===== config.mk =====
export PLATFORM = sky130hd
export DESIGN_NAME = rtc_apb_poller
export DESIGN_NICKNAME = d
export VERILOG_FILES = /design/src/rtl/rtc_apb_poller.sv
export SDC_FILE = /design/constraint.sdc
export NUM_CORES = 1
export LEC_CHECK = 0
export BUFFER_PORTS_ARGS = -buffer_cell sky130_fd_sc_hd__clkbuf_2
export CAP_MARGIN = 0
export CELL_PAD_IN_SITES_DETAIL_PLACEMENT = 1
export CELL_PAD_IN_SITES_GLOBAL_PLACEMENT = 1
export CORE_ASPECT_RATIO = 0.8
export CORE_MARGIN = 2
export CORE_UTILIZATION = 27
export CTS_BUF_LIST = sky130_fd_sc_hd__clkbuf_4 sky130_fd_sc_hd__clkbuf_8
export CTS_CLUSTER_SIZE = 8
export DETAILED_ROUTE_END_ITERATION = 16
export GPL_TIMING_DRIVEN = 0
export PLACE_DENSITY_LB_ADDON = 0.1
export SYNTH_ARGS = -nofsm -noshare
export SYNTH_HDL_FRONTEND = slang
export SYNTH_SLANG_ARGS = --single-unit

===== constraint.sdc =====
create_clock -name PCLK -period 1.3 [get_ports PCLK]
set_input_delay 0.13 -clock PCLK [delete_from_list [all_inputs] [get_ports PCLK]]
set_output_delay 0.13 -clock PCLK [all_outputs]
set_load 0.01 [all_outputs]

===== src/rtl/rtc_apb_poller.sv =====
// rtc_apb_poller: on each rtc_trig rising edge, reads the RTC data register over APB,
// writes the interrupt-clear register and presents the timestamp on a valid/ready stream.
// Optional macro RTC_POLL_TIMEOUT_EN adds a PREADY access timeout and the sticky timeout_err port.
//
// state       | meaning
// ------------+---------------------------------------------------------
// S_IDLE      | bus idle; waits for a pending trigger with no unread timestamp
// S_RD_SETUP  | APB setup phase, read of DR_ADDR
// S_RD_ACCESS | APB access phase of the read; captures PRDATA on PREADY
// S_WR_SETUP  | APB setup phase, write ICR_VALUE to ICR_ADDR
// S_WR_ACCESS | APB access phase of the write; raises ts_valid on PREADY
module rtc_apb_poller #(
`ifdef RTC_POLL_TIMEOUT_EN
  parameter int TIMEOUT_CYC = 16,
`endif
  parameter int ADDR_WIDTH = 12,
  parameter int DATA_WIDTH = 32,
  parameter logic [ADDR_WIDTH-1:0] DR_ADDR   = 12'h000,
  parameter logic [ADDR_WIDTH-1:0] ICR_ADDR  = 12'h01C,
  parameter logic [DATA_WIDTH-1:0] ICR_VALUE = 32'h1
) (
  input  logic                  PCLK,
  input  logic                  PRESET,
  input  logic                  rtc_trig,
  output logic                  PSEL,
  output logic                  PENABLE,
  output logic                  PWRITE,
  output logic [ADDR_WIDTH-1:0] PADDR,
  output logic [DATA_WIDTH-1:0] PWDATA,
  input  logic [DATA_WIDTH-1:0] PRDATA,
  input  logic                  PREADY,
  output logic [DATA_WIDTH-1:0] ts_data,
  output logic                  ts_valid,
  input  logic                  ts_ready,
  output logic                  overrun,
`ifdef RTC_POLL_TIMEOUT_EN
  output logic                  timeout_err,
`endif
  output logic                  busy
);

  typedef enum logic [2:0] {
    S_IDLE,
    S_RD_SETUP,
    S_RD_ACCESS,
    S_WR_SETUP,
    S_WR_ACCESS
  } state_t;

  state_t                  state_q, state_d;
  logic                    trig_q;
  logic                    pending_q, pending_d;
  logic                    overrun_q, overrun_d;
  logic                    ts_valid_q, ts_valid_d;
  logic [DATA_WIDTH-1:0]   ts_data_q, ts_data_d;
  logic [ADDR_WIDTH-1:0]   paddr_q, paddr_d;
  logic                    pwrite_q, pwrite_d;
  logic [DATA_WIDTH-1:0]   pwdata_q, pwdata_d;
  logic                    trig_edge;
  logic                    start;

`ifdef RTC_POLL_TIMEOUT_EN
  localparam int TW = $clog2(TIMEOUT_CYC + 1);
  localparam logic [TW-1:0] TMO_LOAD = TW'(TIMEOUT_CYC - 1);

  logic [TW-1:0] tmo_cnt_q, tmo_cnt_d;
  logic          tmo_err_q, tmo_err_d;
  logic          tmo_tc;

  // Down-counter reaches terminal count on the last allowed access cycle.
  assign tmo_tc      = (tmo_cnt_q == '0);
  assign timeout_err = tmo_err_q;
`endif

  assign trig_edge = rtc_trig & ~trig_q;

  // A new edge in the consume cycle re-arms pending rather than counting as lost.
  assign pending_d = trig_edge | (pending_q & ~start);
  assign overrun_d = overrun_q | (trig_edge & pending_q & ~start);

  always_comb begin
    state_d    = state_q;
    start      = 1'b0;
    PSEL       = 1'b0;
    PENABLE    = 1'b0;
    ts_valid_d = ts_valid_q & ~ts_ready;
    ts_data_d  = ts_data_q;
    paddr_d    = paddr_q;
    pwrite_d   = pwrite_q;
    pwdata_d   = pwdata_q;
`ifdef RTC_POLL_TIMEOUT_EN
    tmo_cnt_d  = tmo_cnt_q;
    tmo_err_d  = tmo_err_q;
`endif
    case (state_q)
      S_IDLE: begin
        if (pending_q && !ts_valid_q) begin
          start    = 1'b1;
          state_d  = S_RD_SETUP;
          paddr_d  = DR_ADDR;
          pwrite_d = 1'b0;
        end
      end
      S_RD_SETUP: begin
        PSEL    = 1'b1;
        state_d = S_RD_ACCESS;
`ifdef RTC_POLL_TIMEOUT_EN
        tmo_cnt_d = TMO_LOAD;
`endif
      end
      S_RD_ACCESS: begin
        PSEL    = 1'b1;
        PENABLE = 1'b1;
        if (PREADY) begin
          ts_data_d = PRDATA;
          state_d   = S_WR_SETUP;
          paddr_d   = ICR_ADDR;
          pwrite_d  = 1'b1;
          pwdata_d  = ICR_VALUE;
        end
`ifdef RTC_POLL_TIMEOUT_EN
        else if (tmo_tc) begin
          state_d   = S_IDLE;
          tmo_err_d = 1'b1;
        end else begin
          tmo_cnt_d = tmo_cnt_q - TW'(1);
        end
`endif
      end
      S_WR_SETUP: begin
        PSEL    = 1'b1;
        state_d = S_WR_ACCESS;
`ifdef RTC_POLL_TIMEOUT_EN
        tmo_cnt_d = TMO_LOAD;
`endif
      end
      S_WR_ACCESS: begin
        PSEL    = 1'b1;
        PENABLE = 1'b1;
        if (PREADY) begin
          ts_valid_d = 1'b1;
          state_d    = S_IDLE;
        end
`ifdef RTC_POLL_TIMEOUT_EN
        else if (tmo_tc) begin
          state_d   = S_IDLE;
          tmo_err_d = 1'b1;
        end else begin
          tmo_cnt_d = tmo_cnt_q - TW'(1);
        end
`endif
      end
      default: state_d = S_IDLE;
    endcase
  end

  always_ff @(posedge PCLK) begin
    if (PRESET) begin
      state_q    <= S_IDLE;
      trig_q     <= 1'b0;
      pending_q  <= 1'b0;
      overrun_q  <= 1'b0;
      ts_valid_q <= 1'b0;
      ts_data_q  <= '0;
      paddr_q    <= '0;
      pwrite_q   <= 1'b0;
      pwdata_q   <= '0;
`ifdef RTC_POLL_TIMEOUT_EN
      tmo_cnt_q  <= '0;
      tmo_err_q  <= 1'b0;
`endif
    end else begin
      state_q    <= state_d;
      trig_q     <= rtc_trig;
      pending_q  <= pending_d;
      overrun_q  <= overrun_d;
      ts_valid_q <= ts_valid_d;
      ts_data_q  <= ts_data_d;
      paddr_q    <= paddr_d;
      pwrite_q   <= pwrite_d;
      pwdata_q   <= pwdata_d;
`ifdef RTC_POLL_TIMEOUT_EN
      tmo_cnt_q  <= tmo_cnt_d;
      tmo_err_q  <= tmo_err_d;
`endif
    end
  end

  assign PADDR    = paddr_q;
  assign PWRITE   = pwrite_q;
  assign PWDATA   = pwdata_q;
  assign ts_data  = ts_data_q;
  assign ts_valid = ts_valid_q;
  assign overrun  = overrun_q;
  assign busy     = (state_q != S_IDLE);

endmodule


==> impl_metrics.ini, run 1 <==
[synth]
synth-seq-cells = 41
synth_cell_types = 24
avgSynthCellArea_sq_um = 8.29
yosysWarnings = 0
ys_dominant_reg_cell = dfxtp_1
syn_inst = 224
synth_area_sq_um = 1860
async_reset_ff_share_pct = 0
synth-seq-area-share_pct = 44.2
synth-edff-count = 0

[routing]
vias = 1798
first_iter_violations = 29
drtAntennaViolNets = 0
drc = 0
routedLengthMet1_um = 2280
routed_via_density = 4.01
route.met2.wl_um = 2570
drt-wirelength-per-cell_um = 11.8
wl_met3_um = 384
top_layer = met4
drt_first_pass_iters = 4
wl_um = 5290

[clock_tree]
numCtsBuffers = 5
htreeDepth = 2
path_clk_slew_ns = 0.08
cts_tree = done
clock_sinks = 41
clockBufferDepth = 2
cts_hold_buf = 0
clock_latency_ns = 0.29
cts_root_buf = clkbuf_8

[finish]
diodes = 0
synthToLayoutAreaGrowth_pct = 61.7
nFillCells = 881
final_cell_area_sq_um = 3000
drive_above_1_share_pct = 55.1
multiInputGateArea_sq_um = 935
seqCellArea_sq_um = 827
fin_cells = 448
nNetsFinal = 397
final_cell_mix = clkbuf_2 (75), buf_4 (52), nand2_1 (49)
mostFrequentLayoutCell = clkbuf_2

[sta]
finalSetupTns_ns = -0.704
tightest_slew_ns = 0.665
finalCriticalPeriod_ns = 1.36
hold_viol_final = 0
fin_worst_skew_ns = 0.00569
period_share_pct = 104
setup_viol_count_final = 30
rsz0062_at_grt = yes
max_freq_mhz = 737
drv_slew = 0
slew_headroom_pct = 55.7
worst_slack_ns = -0.0564

[grt]
grtUsageTotal_pct = 13.2
grt_overflow = 0
antenna_found_initial = 0
grt_pass1_wl_um = 8100
grt_max_degree = 14
grt_pass1_vias = 1732

[worst_hold_path]
holdPathEnd = ts_data[8]
hold_path.class = input pin to flop
hold_path_depth = 3
hp-start = PRDATA[8]

[setup_path]
path_class = flop to flop
startpoint_type = flop
r2r_end = ts_data[7]
rr_worst_depth = 6
cp_data_required_time_ns = 1.53
worst-r2r-setup-slack_ns = -0.06
arrival_ns = 1.58
crit_fanout = 8
rr_startpoint = state_q[0]
end_kind = flop

[run_status]
status = finished, violations left
violations = setup timing

[place]
io_buffer_count = 78
dp_hpwl_um = 3660
place.gp.congestion = 0.699
dp.cells = 428
placed_area_sq_um = 2500

[power]
vdd_drop_max_mv = 0.449
power_leakage_nw = 1.48
power.density_nw_per_um2 = 1020
report.power.total_mw = 3.08

[floorplanning]
dieWidth_um = 96.7
die_area_sq_um = 7560
rows = 27
die_y_um = 78.2
coreArea_sq_um = 6760
start_util_pct = 27.5
io_pins = 119

[flow_run]
cap_violations = 0
power breakdown:
| part | internal [mW] | switching, mW | leakage, nW |
|---|---|---|---|
| Sequential | 1.29 | 0.0229 | 0.333 |
| Clock | 0.763 | 0.453 | 0.0681 |
| Combinational | 0.274 | 0.269 | 1.08 |
cell families after synthesis:
| kind of cell | share of synthesized area, % |
|---|---|
| DFF | 44.2 |
| buffers and inverters | 23.0 |
| and+or+nand+nor | 18.4 |
| AOI/OAI and AO/OA | 12.8 |
| other | 0.202 |
| xor gates and xnor gates | 1.42 |
critical path: stages (launching register included):
cell      delay [ns]
dfxtp_4         0.37
buf_6           0.12
and4bb_1        0.29
buf_8           0.17
buf_6           0.15
nand2_2         0.06
a21oi_2         0.13
registers in the layout, summed over array words and instances (netlist names):
name       flops
PADDR          1
PWDATA         1
overrun        1
pending_q      1
state_q        3
trig_q         1
ts_data       32
ts_valid       1
layer usage:
layer	GRT usage [%]	up-vias
li1	-	903
met1	15.8	824
met5	0	-
met3	4.36	7
met2	22.9	64
met4	3.80	0
through the flow:
stage | util [%] | hold WS (ns) | worst slack [ns]
2_1_floorplan | - | 0.194 | 0.0668
3_3_place_gp | 37.0 | 0.356 | -0.0165
3_5_place_dp | 37.0 | 0.361 | -0.0369
4_1_cts | 41.8 | 0.0392 | -0.0758
5_1_grt | 44.4 | 0.0450 | -0.111
6_report | 44.4 | 0.0449 | -0.0564
worst max path at each step:
stage	startpoint	to	slack, ns	cells after the start
2_1_floorplan	state_q[1]	state_q[0]	0.07	3
5_1_grt	state_q[0]	ts_data[7]	-0.11	6
6_report	state_q[0]	ts_data[7]	-0.06	6
3_3_place_gp	state_q[2]	overrun	-0.02	4
4_1_cts	state_q[0]	ts_data[10]	-0.08	7
3_5_place_dp	state_q[2]	overrun	-0.04	4
cell usage after synthesis, types with 2 or more instances:
cell type,number,area share [%]
a21oi_1,35,9.4
clkbuf_1,4,0.81
buf_6,4,2.4
dfxtp_1,41,44
xnor2_1,3,1.4
buf_2,5,1.3
nor2_1,6,1.2
nand2_1,65,13
buf_4,45,18
nand3b_1,2,0.81
repair_timing:
action	in CTS	in global routing
buffers inserted	9	1
setup endpoints to repair	17	38
resized for setup	27	48
gates cloned	2	1
pin swaps	7	17
area by class of cell:
| class | count | share of cell area (%) |
|---|---|---|
| buffer | 57 | 14.9 |
| clock buffer | 5 | 2.29 |
| clock inverter | 3 | 2.17 |
| inverter | 1 | 0.125 |
| multi-input combinational | 163 | 31.1 |
| sequential | 41 | 27.5 |
| tap | 87 | 3.62 |
| timing repair buffer | 91 | 18.2 |
Note: power is estimated with default switching activity, not from simulation.
==> run 2, diff against run 1 <==
--- a/config.mk
+++ b/config.mk
@@ -16,7 +16,7 @@
 export CTS_CLUSTER_SIZE = 8
 export DETAILED_ROUTE_END_ITERATION = 16
 export GPL_TIMING_DRIVEN = 0
-export PLACE_DENSITY_LB_ADDON = 0.1
+export PLACE_DENSITY = 0.9
 export SYNTH_ARGS = -nofsm -noshare
 export SYNTH_HDL_FRONTEND = slang
 export SYNTH_SLANG_ARGS = --single-unit
==> constraint.sdc (replaced) <==
create_clock -name PCLK -period 1.3 [get_ports PCLK]
set_input_delay 0.13 -clock PCLK [delete_from_list [all_inputs] [get_ports PCLK]]
set_output_delay 0.13 -clock PCLK [all_outputs]
set_load 0.1 [all_outputs]
==> run 2 against run 1 <==
Against the previous run:
- the flow still finishes with violations (setup timing)
- sequential share of layout area shrank 2.1 points
- critical path depth shrank 3
- register-to-register slack lost 0.06 ns
- critical path type is now flop to output pin
- flip-flop and latch count is the same
- critical endpoint is now busy
- final area grew 8.9%
- global-route usage grew 0.52 points
- largest cell class unchanged
- combinational power grew to 2.6 times the previous value
- wire length grew 12%
- non-clock buffer count grew 4
- worst setup slack lost 0.093 ns
- clock power shrank 11%
- highest routed layer unchanged
==> impl_metrics.ini, run 2 (same netlist as run 1, synthesis figures left out) <==
[finish]
largest_reg_flops = 32
final_cell_mix = clkbuf_2 (69), buf_4 (57), conb_1 (40)
final_cell_area_sq_um = 3270
drive_above_1_share_pct = 61.6
nNetsFinal = 401
synthToLayoutAreaGrowth_pct = 76.1
diodes = 0
mostFrequentLayoutCell = clkbuf_2

[place]
place_ws_ns = -0.188
place.gp.congestion = 0.720
io_buffer_count = 78
placed_area_sq_um = 2520
dp_hpwl_um = 3890

[setup_path]
cp_data_required_time_ns = 1.17
path_class = flop to output pin
end_kind = output pin
startpoint_type = flop
cp_slowest_cell = or3_4
slowest_delay_ns = 0.36
crit_fanout = 4
cp_cell_sequence = buf_8 > or3_4 > clkbuf_16
arrival_ns = 1.32

[sta]
setup_viol_count_final = 30
tightest_slew_ns = 0.698
worst_slack_ns = -0.149
rsz0062_at_grt = yes
period_share_pct = 111
slew_headroom_pct = 53.5
hold_viol_final = 0
fin_worst_skew_ns = 0.00753
max_freq_mhz = 690
finalCriticalPeriod_ns = 1.45
drv_slew = 0

[power]
vdd_drop_max_mv = 0.434
power_leakage_nw = 1.63
power.density_nw_per_um2 = 1180
report.power.total_mw = 3.84

[routing]
top_layer = met4
drt-wirelength-per-cell_um = 13.1
routedLengthMet1_um = 2310
first_iter_violations = 34
drt_first_pass_iters = 4
vias = 1855
wl_met3_um = 314
routed_via_density = 4.10
route.met2.wl_um = 3180
drc = 0
drtAntennaViolNets = 0
wl_um = 5920

[clock_tree]
numCtsBuffers = 5
clockBufferDepth = 2
path_clk_slew_ns = 0.09
cts_root_buf = clkbuf_8
cts_tree = done
clock_sinks = 41
clock_latency_ns = 0.29
htreeDepth = 2

[run_status]
status = finished, violations left
violations = setup timing

[flow_run]
cap_violations = 0

[floorplanning]
rows = 27
coreArea_sq_um = 6760
die_area_sq_um = 7560
start_util_pct = 27.5
io_pins = 119
die_y_um = 78.2
dieWidth_um = 96.7

[grt]
grt_max_degree = 14
antenna_found_initial = 0
grtUsageTotal_pct = 13.7
grt_pass1_wl_um = 8420
grt_overflow = 0
grt_pass1_vias = 1765

[worst_hold_path]
hold_path.class = input pin to flop
==> run 2: per-layer routing <==
metal  global-route usage (%)  vias up
li1                         -      914
met1                     15.1      871
met2                     25.6       61
met3                     3.65        9
met4                     4.93        0
met5                        0        -
==> run 2: critical path: cells and delay by family (launching register included) <==
family | cells | cell delay [ns]
simple gates | 1 | 0.36
flops | 1 | 0.34
buf+inv | 2 | 0.33
==> run 2: final timing paths <==
kind | slack (ns) | end | cells past startpoint | from
worst max-delay path | -0.15 | busy | 3 | state_q[2]
worst min-delay path | 0.05 | ts_data[6] | 3 | PRDATA[6]
worst max register to register | -0.12 | ts_data[22] | 7 | state_q[0]
worst min register to register | 0.46 | ts_data[6] | 2 | ts_data[6]
==> run 2: cell type report <==
| type | count | area, sq um |
|---|---|---|
| inverter | 1 | 3.75 |
| sequential | 41 | 832 |
| tap | 87 | 109 |
| timing repair buffer | 96 | 673 |
| clock inverter | 2 | 37.5 |
| multi-input combinational | 163 | 1080 |
| buffer | 56 | 447 |
| clock buffer | 6 | 82.6 |
| fill | 819 | 3490 |
==> run 2: what timing repair did <==
item | 4_1_cts | 5_1_grt
pin swaps | 3 | 43
buffers inserted | 7 | 7
gates resized for setup | 30 | 102
cloned | 3 | 1
endpoints found under the setup margin | 37 | 38
hold buffers | 0 | 0
==> run 2: through the flow <==
step                      std cells  utilization, %  TNS (ns)  hold WS [ns]
after global placement          428            37.3    -0.385         0.354
after CTS                       446            42.9     -3.07        0.0361
after global routing            452            48.4     -4.41        0.0470
after floorplan                 263               -    -0.562         0.194
after detailed placement        428            37.3     -1.09         0.361
final                           452            48.4     -2.34        0.0498
==> run 2: report_power, final <==
group / switching (mW) / leakage [nW] / internal, mW
clock: 0.470 / 0.0574 / 0.625
sequential: 0.0286 / 0.335 / 1.29
combinational: 1.08 / 1.24 / 0.351
total: 1.57 / 1.63 / 2.27
==> run 3, diff against run 2 <==
--- a/config.mk
+++ b/config.mk
@@ -11,12 +11,12 @@
 export CELL_PAD_IN_SITES_GLOBAL_PLACEMENT = 1
 export CORE_ASPECT_RATIO = 0.8
 export CORE_MARGIN = 2
-export CORE_UTILIZATION = 27
+export CORE_UTILIZATION = 30
 export CTS_BUF_LIST = sky130_fd_sc_hd__clkbuf_4 sky130_fd_sc_hd__clkbuf_8
 export CTS_CLUSTER_SIZE = 8
 export DETAILED_ROUTE_END_ITERATION = 16
 export GPL_TIMING_DRIVEN = 0
-export PLACE_DENSITY = 0.9
+export PLACE_DENSITY = 0.94
 export SYNTH_ARGS = -nofsm -noshare
 export SYNTH_HDL_FRONTEND = slang
 export SYNTH_SLANG_ARGS = --single-unit
==> constraint.sdc (replaced) <==
create_clock -name PCLK -period 1.4 [get_ports PCLK]
set_input_delay 0.14 -clock PCLK [delete_from_list [all_inputs] [get_ports PCLK]]
set_output_delay 0.14 -clock PCLK [all_outputs]
set_load 0.1 [all_outputs]
==> run 3 against run 2 <==
Against the previous run:
- sequential share of layout area is 2.2 points higher
- first-iteration DRC count is 59% lower
- the run still ends with setup timing left
- sequential power is 7% lower
- highest routed layer unchanged
- power is 13% lower
- combinational power is 12% lower
- clock-buffer cell count is 1 higher
- cell count is 2.4% lower
- core utilization is 2.1 points higher
- non-clock buffer count is 5 lower
- global-route usage is 1.2 points higher
- final area is 8.2% lower
- critical path type unchanged
- worst setup slack better by 0.096 ns
==> impl_metrics.ini, run 3 (same netlist as run 1, synthesis figures left out) <==
[sta]
fin_worst_skew_ns = 0.00306
finalCriticalPeriod_ns = 1.45
setup_viol_count_final = 3
worst_slack_ns = -0.0531
max_freq_mhz = 688
period_share_pct = 104
hold_viol_final = 0
slew_headroom_pct = 54.8
rsz0062_at_grt = yes
tightest_slew_ns = 0.678
drv_slew = 0

[setup_path]
path_class = flop to output pin
startpoint_type = flop
cp_data_required_time_ns = 1.26
end_kind = output pin
arrival_ns = 1.31
crit_fanout = 4

[routing]
drt_first_pass_iters = 2
wl_um = 5650
routed_via_density = 4.12
vias = 1815
first_iter_violations = 14
drt-wirelength-per-cell_um = 12.8
drtAntennaViolNets = 0
drc = 0

[finish]
mostFrequentLayoutCell = clkbuf_2
nFillCells = 730
multiInputGateArea_sq_um = 916
seqCellArea_sq_um = 830
utilization_pct = 50.5
largest_reg_flops = 32
final_cell_mix = clkbuf_2 (72), buf_4 (50), nand2_1 (46)
synthToLayoutAreaGrowth_pct = 61.7
final_cell_area_sq_um = 3000
nNetsFinal = 396
diodes = 0
drive_above_1_share_pct = 56.7

[worst_hold_path]
hold_path.class = input pin to flop

[clock_tree]
numCtsBuffers = 5
htreeDepth = 2
clock_latency_ns = 0.29
cts_hold_buf = 0
clock_sinks = 41
cts_tree = done
path_clk_slew_ns = 0.08
clockBufferDepth = 2
cts_root_buf = clkbuf_8

[power]
power.share.clock_pct = 26.0
report.power.total_mw = 3.36
switching_share_pct = 42.1
p_int_mw = 1.94
power_frac_comb_pct = 37.5
pwr-share-seq_pct = 36.5
power.density_nw_per_um2 = 1120
p_switching_mw = 1.41
vdd_drop_max_mv = 0.517
power_leakage_nw = 1.42

[floorplanning]
rows = 25
die_y_um = 74.4
start_util_pct = 31.2
coreArea_sq_um = 5940
die_area_sq_um = 6840
io_pins = 119
dieWidth_um = 92.0

[grt]
grt_overflow = 0
grtUsageTotal_pct = 14.9
grt_pass1_vias = 1796
antenna_found_initial = 0
grt_pass1_wl_um = 8080
grt_max_degree = 13

[flow_run]
cap_violations = 0

[place]
io_buffer_count = 78
place.gp.congestion = 0.719
dp_hpwl_um = 4090
placed_area_sq_um = 2510

[run_status]
violations = setup timing
status = finished, violations left
==> run 3: cell types whose count changed in the layout (fill, tap and decap cells not counted), moves of 5 or more <==
cell	before	now
a21oi_1	7	15
a21oi_2	28	20
buf_4	57	50
buf_6	7	2
nand2_1	38	46
nand2_2	8	19
nand2_4	19	0
==> run 3: final timing paths <==
| kind | startpoint | slack, ns | endpoint | depth (start not counted) |
|---|---|---|---|---|
| min | PRDATA[17] | 0.06 | ts_data[17] | 3 |
| max | state_q[2] | -0.05 | busy | 3 |
| max reg2reg | state_q[0] | 0 | ts_data[29] | 6 |
| min reg2reg | ts_data[23] | 0.46 | ts_data[23] | 2 |
==> run 3: what timing repair did <==
action	in CTS	in global routing
pin swaps	1	2
gates cloned	0	4
setup endpoints to repair	3	37
gates resized for setup	22	53
setup buffers	6	2
==> run 3: power by group through the flow <==
stage	Combinational, mW	Clock, mW	Sequential [mW]
after CTS	1.18	0.896	1.22
after floorplan	0.801	0	1.45
final	1.26	0.873	1.23
after detailed placement	1.13	0	1.25
after global placement	1.12	0	1.24
after global routing	1.30	0.951	1.23
==> run 3: final cells by class <==
cell class	count	area share [%]
clock inverters	1	0.167
multi-input cells	163	30.5
clock buffers	7	3.21
well taps	81	3.37
flip-flops and latches	41	27.6
repair buffers	90	20.0
plain buffers	57	15.0
inverters	1	0.125
==> run 3: critical path: stages (launching register included) <==
cell	delay, ns
dfxtp_2	0.34
buf_8	0.12
or3_4	0.36
clkbuf_16	0.20
==> run 3: layer usage <==
metal / routed length (um) / global-route usage, %
met1: 2210 / 15.9
met2: 3090 / 28.9
met3: 307 / 4.36
met4: 40 / 4.98
met5: 0 / 0
==> run 3: metrics by stage <==
step,setup WS [ns],TNS (ns),hold WS [ns],std cells
3_3_place_gp,-0.0737,-0.141,0.366,422
2_1_floorplan,-0.189,-0.351,0.204,263
6_report,-0.0531,-0.0598,0.0594,441
4_1_cts,-0.0774,-0.110,0.0536,436
3_5_place_dp,-0.0939,-0.189,0.374,422
5_1_grt,-0.0830,-1.38,0.0513,441
